`config.mk`:
```
export PLATFORM = sky130hd
export DESIGN_NAME = decode_stage
export DESIGN_NICKNAME = d
export VERILOG_FILES = /design/src/rtl/decode_stage.sv
export SDC_FILE = /design/constraint.sdc
export NUM_CORES = 1
export LEC_CHECK = 0
export CAP_MARGIN = 20
export CORE_UTILIZATION = 43
export DETAILED_ROUTE_END_ITERATION = 12
export PLACE_DENSITY = 0.89
export SLEW_MARGIN = 20
export SYNTH_ARGS = -nofsm -noshare
export SYNTH_HDL_FRONTEND = slang
export SYNTH_SLANG_ARGS = --single-unit
```
`constraint.sdc`:
```
create_clock -name clk -period 3.4 [get_ports clk]
set_clock_uncertainty 0.1 [all_clocks]
set_input_delay 0.68 -clock clk [delete_from_list [all_inputs] [get_ports clk]]
set_output_delay 0.68 -clock clk [all_outputs]
set_load 0.05 [all_outputs]
```
`src/rtl/decode_stage.sv`:
```
// Registered instruction-decode stage: field split, ID/EX register, destination scoreboard.
// Define DECODE_FWD_EN to forward writeback data into the source operands and bypass their hazard.
module decode_stage #(
   parameter int DATA_W     = 8,
   parameter int REG_ADDR_W = 2,
   parameter int OPCODE_W   = 4,
   parameter int RSVD_W     = 4,
   parameter int NOP_OPCODE = 0,
   localparam int INSTR_W   = OPCODE_W + 3*REG_ADDR_W + RSVD_W
) (
   input  logic                  clk,
   input  logic                  reset,
   input  logic                  i_valid,
   output logic                  o_ready,
   input  logic [INSTR_W-1:0]    i_instructions,
   output logic [REG_ADDR_W-1:0] o_rf_rd1_addr,
   output logic [REG_ADDR_W-1:0] o_rf_rd2_addr,
   input  logic [DATA_W-1:0]     i_reg1_read_data,
   input  logic [DATA_W-1:0]     i_reg2_read_data,
   input  logic                  i_wb_en,
   input  logic [REG_ADDR_W-1:0] i_wb_addr,
   input  logic [DATA_W-1:0]     i_wb_data,
   input  logic                  i_flush,
   output logic                  o_valid,
   input  logic                  i_ready,
   output logic [OPCODE_W-1:0]   o_opcode,
   output logic [REG_ADDR_W-1:0] o_reg0_addr,
   output logic [REG_ADDR_W-1:0] o_reg1_addr,
   output logic [REG_ADDR_W-1:0] o_reg2_addr,
   output logic [RSVD_W-1:0]     o_reserved,
   output logic [DATA_W-1:0]     o_operand0,
   output logic [DATA_W-1:0]     o_operand1
);

   localparam int NUM_REGS = 2**REG_ADDR_W;
   localparam logic [OPCODE_W-1:0] NOP_OP = OPCODE_W'(NOP_OPCODE);

   logic [OPCODE_W-1:0]   in_op;
   logic [REG_ADDR_W-1:0] in_r0, in_r1, in_r2;
   logic [RSVD_W-1:0]     in_rsvd;
   logic                  fwd1, fwd2, hazard, accept, drain;

   logic                  valid_q, valid_d;
   logic [OPCODE_W-1:0]   opcode_q, opcode_d;
   logic [REG_ADDR_W-1:0] reg0_q, reg0_d, reg1_q, reg1_d, reg2_q, reg2_d;
   logic [RSVD_W-1:0]     rsvd_q, rsvd_d;
   logic [DATA_W-1:0]     operand0_q, operand0_d, operand1_q, operand1_d;
   logic [NUM_REGS-1:0]   pending_q, pending_d;

   assign {in_op, in_r0, in_r1, in_r2, in_rsvd} = i_instructions;
   assign o_rf_rd1_addr = in_r1;
   assign o_rf_rd2_addr = in_r2;

`ifdef DECODE_FWD_EN
   assign fwd1 = i_wb_en && (i_wb_addr == in_r1);
   assign fwd2 = i_wb_en && (i_wb_addr == in_r2);
`else
   logic wb_data_unused;
   assign wb_data_unused = ^i_wb_data;
   assign fwd1 = 1'b0;
   assign fwd2 = 1'b0;
`endif

   // Destination is only checked for WAW; forwarding never bypasses it.
   assign hazard  = (pending_q[in_r1] && !fwd1) ||
                    (pending_q[in_r2] && !fwd2) ||
                    ((in_op != NOP_OP) && pending_q[in_r0]);
   assign o_ready = (!valid_q || i_ready) && !hazard && !i_flush;
   assign accept  = i_valid && o_ready;
   assign drain   = valid_q && i_ready;

   always_comb begin
      valid_d    = valid_q;
      opcode_d   = opcode_q;
      reg0_d     = reg0_q;
      reg1_d     = reg1_q;
      reg2_d     = reg2_q;
      rsvd_d     = rsvd_q;
      operand0_d = operand0_q;
      operand1_d = operand1_q;
      if (i_flush) begin
         valid_d = 1'b0;
      end else if (accept) begin
         valid_d    = 1'b1;
         opcode_d   = in_op;
         reg0_d     = in_r0;
         reg1_d     = in_r1;
         reg2_d     = in_r2;
         rsvd_d     = in_rsvd;
         operand0_d = fwd1 ? i_wb_data : i_reg1_read_data;
         operand1_d = fwd2 ? i_wb_data : i_reg2_read_data;
      end else if (drain) begin
         valid_d = 1'b0;
      end
   end

   // Set is applied last so it wins over a same-cycle clear.
   always_comb begin
      pending_d = pending_q;
      if (i_wb_en)
         pending_d[i_wb_addr] = 1'b0;
      if (i_flush && valid_q && (opcode_q != NOP_OP))
         pending_d[reg0_q] = 1'b0;
      if (accept && (in_op != NOP_OP))
         pending_d[in_r0] = 1'b1;
   end

   always_ff @(posedge clk) begin
      if (!reset) begin
         valid_q    <= 1'b0;
         opcode_q   <= '0;
         reg0_q     <= '0;
         reg1_q     <= '0;
         reg2_q     <= '0;
         rsvd_q     <= '0;
         operand0_q <= '0;
         operand1_q <= '0;
         pending_q  <= '0;
      end else begin
         valid_q    <= valid_d;
         opcode_q   <= opcode_d;
         reg0_q     <= reg0_d;
         reg1_q     <= reg1_d;
         reg2_q     <= reg2_d;
         rsvd_q     <= rsvd_d;
         operand0_q <= operand0_d;
         operand1_q <= operand1_d;
         pending_q  <= pending_d;
      end
   end

   assign o_valid     = valid_q;
   assign o_opcode    = opcode_q;
   assign o_reg0_addr = reg0_q;
   assign o_reg1_addr = reg1_q;
   assign o_reg2_addr = reg2_q;
   assign o_reserved  = rsvd_q;
   assign o_operand0  = operand0_q;
   assign o_operand1  = operand1_q;

endmodule

```
==> results.rst, run 1 <==
.. list-table::
   :header-rows: 1

   * - Metric
     - Value
   * - Outcome
     - completed
   * - Pre-CTS setup slack
     - 0.142 ns
   * - Count of non-filler cells in the finished layout
     - between 200 and 300
   * - Hold_buf cts
     - 0
   * - Number of buffers added on ports
     - 73
   * - Final setup violating endpoints
     - 0
   * - Final setup slack of the worst path
     - 0.120 ns
   * - Setup CP Type
     - in2out
   * - Cell area after synthesis
     - approximately 1700 sq um
   * - Initial Util
     - 0.451
   * - Synthesis-to-finish area growth
     - 50.0%
   * - Slew at the pin closest to its max-slew limit
     - 0.691 ns
   * - Total number of H-tree levels
     - 2
   * - Gp weighted congestion
     - 0.867
   * - Slew HR
     - 0.539
   * - Cell area after layout
     - 2480 sq um
   * - Drt via density
     - between 4 and 5
   * - CP Capture Type
     - output port
   * - Largest net degree at the start of global routing
     - 45
   * - Number of buffers on the longest clock path
     - 2
   * - Buffer count from post-CTS setup fixing
     - 0
   * - Final hold violation count
     - 0
   * - Number of flops mapped to enable cells by yosys
     - 0
   * - Count of buffering cells on the critical path with inverters included
     - 2
   * - Placed wire-length estimate after detailed placement
     - 2700 microns
   * - First drt pass iteration count
     - 4
   * - First-iteration detailed-routing DRC count
     - 55
   * - Cell at the root of the clock tree
     - sky130_fd_sc_hd__clkbuf_8
   * - Critical path's largest stage delay
     - 0.56 ns
   * - Ratio of total power to cell area
     - slightly above 400 nW/um^2
   * - Hold slack final
     - 0.355 ns
   * - RSZ-0062 raised after global routing
     - false
   * - Maxcap violations
     - 0
   * - Die Y
     - 64.0 microns
   * - Final critical path time including I/O delays and setup
     - around 3.3 ns
   * - Net count, final
     - 291
   * - Number of unique standard cell types used by synthesis
     - 31
   * - Net count of the mapped netlist
     - 221
   * - Placed inst area
     - between 2000 and 2500 sq um
   * - Sink count of the clock tree
     - 35
   * - Crit start category
     - primary input
   * - Detailed-route via count
     - 1455
   * - Routed wire length
     - ~3700 microns
   * - Clock input transition at the sequential cells of the worst setup and hold paths
     - 0.06 ns
   * - Clock buffers created by TritonCTS
     - 5
   * - Final Max Slew Viols
     - 0
   * - Final worst-path cycle share
     - 0.965
   * - Congestion Overflow GR
     - 0
   * - Static Leak
     - roughly 0.98 nW
   * - Worst path arrival time
     - between 2 and 3 ns
   * - Layout cells sized above 1
     - 0.0976
   * - Post-Synthesis Mean Instance Area
     - 9.43 sq um
   * - Synthesized instance count
     - 175
   * - Count of cells resized by post-cts repair
     - 0
   * - Average routed wire per standard cell
     - 12.7 microns
   * - Proportion of register bits with asynchronous set or reset after synthesis
     - 0
   * - DRC errors left
     - 0
   * - Die X
     - 64.0 microns
   * - Most frequent standard cell in the layout excluding fill and tap cells
     - sky130_fd_sc_hd__clkdlybuf4s50_1
   * - CTS tree
     - done
   * - Number of synthesis warnings
     - 0
   * - Total Routing Usage GR
     - 0.197
   * - Number of primary I/O pins
     - 82
   * - Maximum fanout along the worst path
     - 2
   * - Post-synthesis sequential area ratio
     - 0.425
   * - DRT antenna net count
     - 0
   * - Standard cell core area
     - 3660 sq um
   * - Antenna cell count
     - 0
   * - Setup TNS
     - 0 ns
   * - Area of the die
     - 4090 sq um
   * - Cell chain of the critical path
     - clkdlybuf4s50_1 > mux4_1 > a211o_1 > nor3_2 > buf_12
   * - Global-route wire length before repair
     - 6150 microns
   * - Kind of cell with the highest combined delay on the critical path
     - buffers and inverters
   * - Fmax
     - ~300 MHz
   * - Via count of the first global-routing pass
     - 1376
   * - Most frequent cells in the layout
     - 71 x sky130_fd_sc_hd__clkdlybuf4s50_1, 62 x sky130_fd_sc_hd__nand2_1, 35 x sky130_fd_sc_hd__dfxtp_1
   * - Slowest stage cell on the critical path
     - sky130_fd_sc_hd__mux4_1
   * - Worst endpoint required time
     - 2.62 ns
   * - Cell total after placement
     - 286
   * - Clock Latency Late Sink
     - 0.28 ns
   * - Most frequently used flop master after synthesis
     - sky130_fd_sc_hd__dfxtp_1
   * - Number of antenna violations at the first check in global routing
     - 0
   * - Path category of the worst min-delay check
     - reg2reg
   * - #FFs+latches synth
     - 35
   * - Peak supply drop
     - between 0.0003 and 0.0004 V
   * - Std-Cell Rows
     - 22
-- cells by family after synthesis --
kind of cell / Yosys count / synth area share
buffers and inverters: 18 / 0.0842
flip-flops: 35 / 0.425
AO/OA/AOI/OAI: 11 / 0.0591
multiplexers: 33 / 0.225
AND/OR/NAND/NOR: 78 / 0.207
-- final cells by class --
type                       instances  area [sq um]
tap                               48          60.1
clock inverter                     1          5.00
timing repair buffer              78           798
inverter                           3          11.3
sequential                        35           701
fill                             292          1180
multi-input combinational        122           825
clock buffer                       7          76.3
-- per-stage QoR --
stage | utilization | power, mW
after floorplan | - | 0.630
after global placement | 0.654 | 0.732
after detailed placement | 0.654 | 0.737
after CTS | 0.676 | 1.02
after global routing | 0.676 | 1.05
final | 0.676 | 1.01
-- where the power goes --
part           switching [mW]  internal [mW]  leakage, nW
sequential             0.0145          0.434        0.286
clock                   0.138          0.144       0.0422
combinational           0.157          0.122        0.651
total                   0.310          0.699        0.978
-- worst min-delay path, delay by kind of cell, from the launching register on --
kind | cells | cell delay [ns]
simple gates | 1 | 0.05
flops | 1 | 0.31
mux | 1 | 0.05
-- cell usage after synthesis, types with 2 or more instances --
| library cell | n | area share |
|---|---|---|
| sky130_fd_sc_hd__buf_12 | 3 | 0.036 |
| sky130_fd_sc_hd__dfxtp_1 | 35 | 0.42 |
| sky130_fd_sc_hd__mux4_2 | 2 | 0.027 |
| sky130_fd_sc_hd__nand2_1 | 62 | 0.14 |
| sky130_fd_sc_hd__clkbuf_1 | 7 | 0.016 |
| sky130_fd_sc_hd__nor3_1 | 2 | 0.0061 |
| sky130_fd_sc_hd__buf_4 | 4 | 0.018 |
| sky130_fd_sc_hd__a21oi_1 | 2 | 0.0061 |
| sky130_fd_sc_hd__nor2_1 | 2 | 0.0046 |
| sky130_fd_sc_hd__mux2i_1 | 30 | 0.18 |
| sky130_fd_sc_hd__nand3_1 | 3 | 0.0091 |
| sky130_fd_sc_hd__inv_1 | 3 | 0.0068 |
| sky130_fd_sc_hd__a41o_2 | 2 | 0.014 |
-- worst paths after layout --
path	slack [ns]	depth (start not counted)	end	startpoint
hold / removal	0.36	2	o_operand1[4]$_SDFFE_PN0P_	o_operand1[4]$_SDFFE_PN0P_
hold reg to reg	0.36	2	o_operand1[4]$_SDFFE_PN0P_	o_operand1[4]$_SDFFE_PN0P_
setup / recovery	0.12	5	o_ready	i_instructions[8]
setup reg to reg	1.21	5	o_operand1[3]$_SDFFE_PN0P_	pending_q[1]$_SDFF_PN0_
-- state kept, by name (all words and copies together), names as in the netlist --
name         flops
o_opcode         4
o_operand0       8
o_operand1       8
o_reg0_addr      2
o_reg1_addr      2
o_reg2_addr      2
o_reserved       4
o_valid          1
pending_q        4
-- metal layers --
| layer | up-vias | GRT usage | share of wire |
|---|---|---|---|
| met5 | - | 0 | 0 |
| met4 | 0 | 0.0852 | 0.011 |
| met3 | 2 | 0.0536 | 0.038 |
| met2 | 36 | 0.343 | 0.52 |
| met1 | 683 | 0.223 | 0.43 |
| li1 | 734 | - | - |
Power figures use the tool's default switching activity.
==> inputs of run 2 (changes only) <==
--- a/config.mk
+++ b/config.mk
@@ -6,9 +6,10 @@
 export NUM_CORES = 1
 export LEC_CHECK = 0
 export CAP_MARGIN = 20
-export CORE_UTILIZATION = 43
+export CORE_UTILIZATION = 44
+export CTS_BUF_LIST = sky130_fd_sc_hd__clkbuf_8
 export DETAILED_ROUTE_END_ITERATION = 12
-export PLACE_DENSITY = 0.89
+export PLACE_DENSITY = 0.91
 export SLEW_MARGIN = 20
 export SYNTH_ARGS = -nofsm -noshare
 export SYNTH_HDL_FRONTEND = slang
==> run 2 against run 1 <==
  * Cell area down 0.15%
  * Global-route usage down 1.9 points
  * Non-clock buffer count down 1
  * Critical endpoint unchanged
  * Largest power group unchanged
==> results.rst, run 2 (synthesis gave the netlist of run 1 again) <==
.. list-table::
   :header-rows: 1

   * - Metric
     - Value
   * - Outcome
     - completed
   * - Peak supply drop
     - 0.000243 V (-31%)
   * - Multi-input gate area in the final layout
     - 825 sq um (unchanged)
   * - Number of filler instances in the final layout
     - 282 (-3.4%)
   * - Critical hold path startpoint
     - o_operand0[5]$_SDFFE_PN0P_
   * - Number of primary I/O pins
     - 82 (unchanged)
   * - Ratio of total power to cell area
     - 419 nW/um^2 (+2.9%)
   * - Clock Latency Late Sink
     - 0.28 ns (about the same)
   * - Clock input transition at the sequential cells of the worst setup and hold paths
     - 0.06 ns (about the same)
   * - Routed wire length
     - 3500 microns (-6.5%)
   * - Most frequent cells in the layout
     - 71 x sky130_fd_sc_hd__clkdlybuf4s50_1, 62 x sky130_fd_sc_hd__nand2_1, 35 x sky130_fd_sc_hd__dfxtp_1
   * - Count of non-filler cells in the finished layout
     - 291 (-1.0%)
   * - Die X
     - 63.2 microns (-1.1%)
   * - Largest net degree at the start of global routing
     - 41 (-8.9%)
   * - Slew HR
     - 0.578 (+0.0385)
   * - Std-Cell Rows
     - 21 (-4.5%)
   * - Total Routing Usage GR
     - 0.178 (-0.0189)
   * - Launching element of the worst setup path
     - i_instructions[8]
   * - Final setup slack of the worst path
     - 0.130 ns (+0.00999 ns)
   * - Placed wire-length estimate after detailed placement
     - 2530 microns (-6.3%)
   * - Critical path's largest stage delay
     - 0.55 ns (about the same)
   * - Worst endpoint required time
     - 2.62 ns (about the same)
   * - Total number of H-tree levels
     - 2 (unchanged)
   * - Crit start category
     - primary input
   * - Final worst-path cycle share
     - 0.962 (-0.00294)
   * - Layout cells sized above 1
     - 0.0980 (+0.000398)
   * - Sum of internal, switching and leakage power
     - 1.04 mW (+2.8%)
   * - Congestion Overflow GR
     - 0 (unchanged)
   * - Area of the die
     - 4000 sq um (-2.2%)
   * - First drt pass iteration count
     - 4 (unchanged)
   * - DRT antenna net count
     - 0 (unchanged)
   * - Startpoint of the worst register-to-register path
     - pending_q[1]$_SDFF_PN0_
   * - Maximum fanout along the worst path
     - 2 (unchanged)
   * - Via count of the first global-routing pass
     - 1309 (-4.9%)
   * - Drt via density
     - 4.88 (-1.4%)
   * - Number of buffers added on ports
     - 73 (unchanged)
   * - Clock buffers created by TritonCTS
     - 5 (unchanged)
   * - Area occupied by registers
     - 701 sq um (unchanged)
   * - Count of cells resized by post-cts repair
     - 0 (unchanged)
   * - CP Capture Type
     - output port
   * - Cell total after placement
     - 283 (-1.0%)
   * - Path category of the worst min-delay check
     - reg2reg
   * - Net count, final
     - 290 (-0.34%)
   * - Global-route wire length before repair
     - 5690 microns (-7.5%)
   * - Utilization of the core after routing
     - 0.713 (+0.0365)
   * - Number of antenna violations at the first check in global routing
     - 0 (unchanged)
   * - Slew at the pin closest to its max-slew limit
     - 0.633 ns (-0.0577 ns)
   * - Static Leak
     - 0.983 nW (+0.49%)
   * - Cell area after layout
     - 2470 sq um (-0.15%)
   * - Cell at the root of the clock tree
     - sky130_fd_sc_hd__clkbuf_8
   * - Slowest stage cell on the critical path
     - sky130_fd_sc_hd__mux4_1
   * - DRC errors left
     - 0 (unchanged)
   * - Gp weighted congestion
     - 0.855 (-1.4%)
   * - Die Y
     - 63.2 microns (-1.1%)
   * - Pre-CTS setup slack
     - 0.118 ns (-0.0240 ns)
   * - Cell chain of the critical path
     - clkdlybuf4s50_1 > mux4_1 > a211o_1 > nor3_2 > buf_12
   * - Final hold violation count
     - 0 (unchanged)
   * - Fmax
     - 306 MHz (+0.31%)
   * - Initial Util
     - 0.476 (+0.0250)
   * - Number of buffers on the longest clock path
     - 2 (unchanged)
   * - First-iteration detailed-routing DRC count
     - 30 (-45%)
   * - Internal reg-to-reg setup slack
     - 1.21 ns (about the same)
   * - Average routed wire per standard cell
     - 12.0 microns (-5.6%)
   * - Standard cell core area
     - 3470 sq um (-5.3%)
   * - Worst path arrival time
     - 2.49 ns (about the same)
   * - Maxcap violations
     - 0 (unchanged)
   * - Final critical path time including I/O delays and setup
     - 3.27 ns (-0.00999 ns)
   * - Final setup violating endpoints
     - 0 (unchanged)
   * - CTS tree
     - done
   * - Buffer count from post-CTS setup fixing
     - 0 (unchanged)
   * - Most frequent standard cell in the layout excluding fill and tap cells
     - sky130_fd_sc_hd__clkdlybuf4s50_1
   * - Detailed-route via count
     - 1420 (-2.4%)
   * - Hold_buf cts
     - 0 (unchanged)
   * - RSZ-0062 raised after global routing
     - false
   * - Hold slack final
     - 0.359 ns (+0.00330 ns)
   * - Sink count of the clock tree
     - 35 (unchanged)
   * - Placed inst area
     - 2370 sq um (-0.94%)
   * - Setup TNS
     - 0 ns (unchanged)
   * - Synthesis-to-finish area growth
     - 49.8%
   * - Antenna cell count
     - 0 (unchanged)
   * - Final Max Slew Viols
     - 0 (unchanged)
   * - Setup CP Type
     - in2out
[run 2: report_power, final]
group | internal (mW) | switching, mW
combinational | 0.119 | 0.156
clock | 0.182 | 0.133
sequential | 0.434 | 0.0140
total | 0.734 | 0.302
[run 2: path summary, 6_finish.rpt]
kind / end / depth (start not counted)
setup / recovery: o_ready / 5
hold / removal: o_operand0[5]$_SDFFE_PN0P_ / 2
setup reg to reg: o_operand1[4]$_SDFFE_PN0P_ / 5
hold reg to reg: o_operand0[5]$_SDFFE_PN0P_ / 2
[run 2: per-layer routing]
metal  up-vias  GRT usage  share of wire
met4         0     0.0511         0.0094
met5         -          0              0
met2        41      0.328           0.50
li1        734          -              -
met3         5     0.0489          0.060
met1       640      0.197           0.43
[run 2: final cells by class]
type                       instances  area share
multi-input combinational        122       0.334
timing repair buffer              77       0.315
sequential                        35       0.283
clock buffer                       7      0.0390
tap                               46      0.0233
inverter                           3     0.00455
clock inverter                     1     0.00152
[run 2: critical path: cells and delay by family]
| family | cells | cell delay (ns) |
|---|---|---|
| buffers and inverters | 2 | 0.68 |
| muxes | 1 | 0.55 |
| and+or+nand+nor | 1 | 0.21 |
| AOI/OAI and AO/OA | 1 | 0.36 |
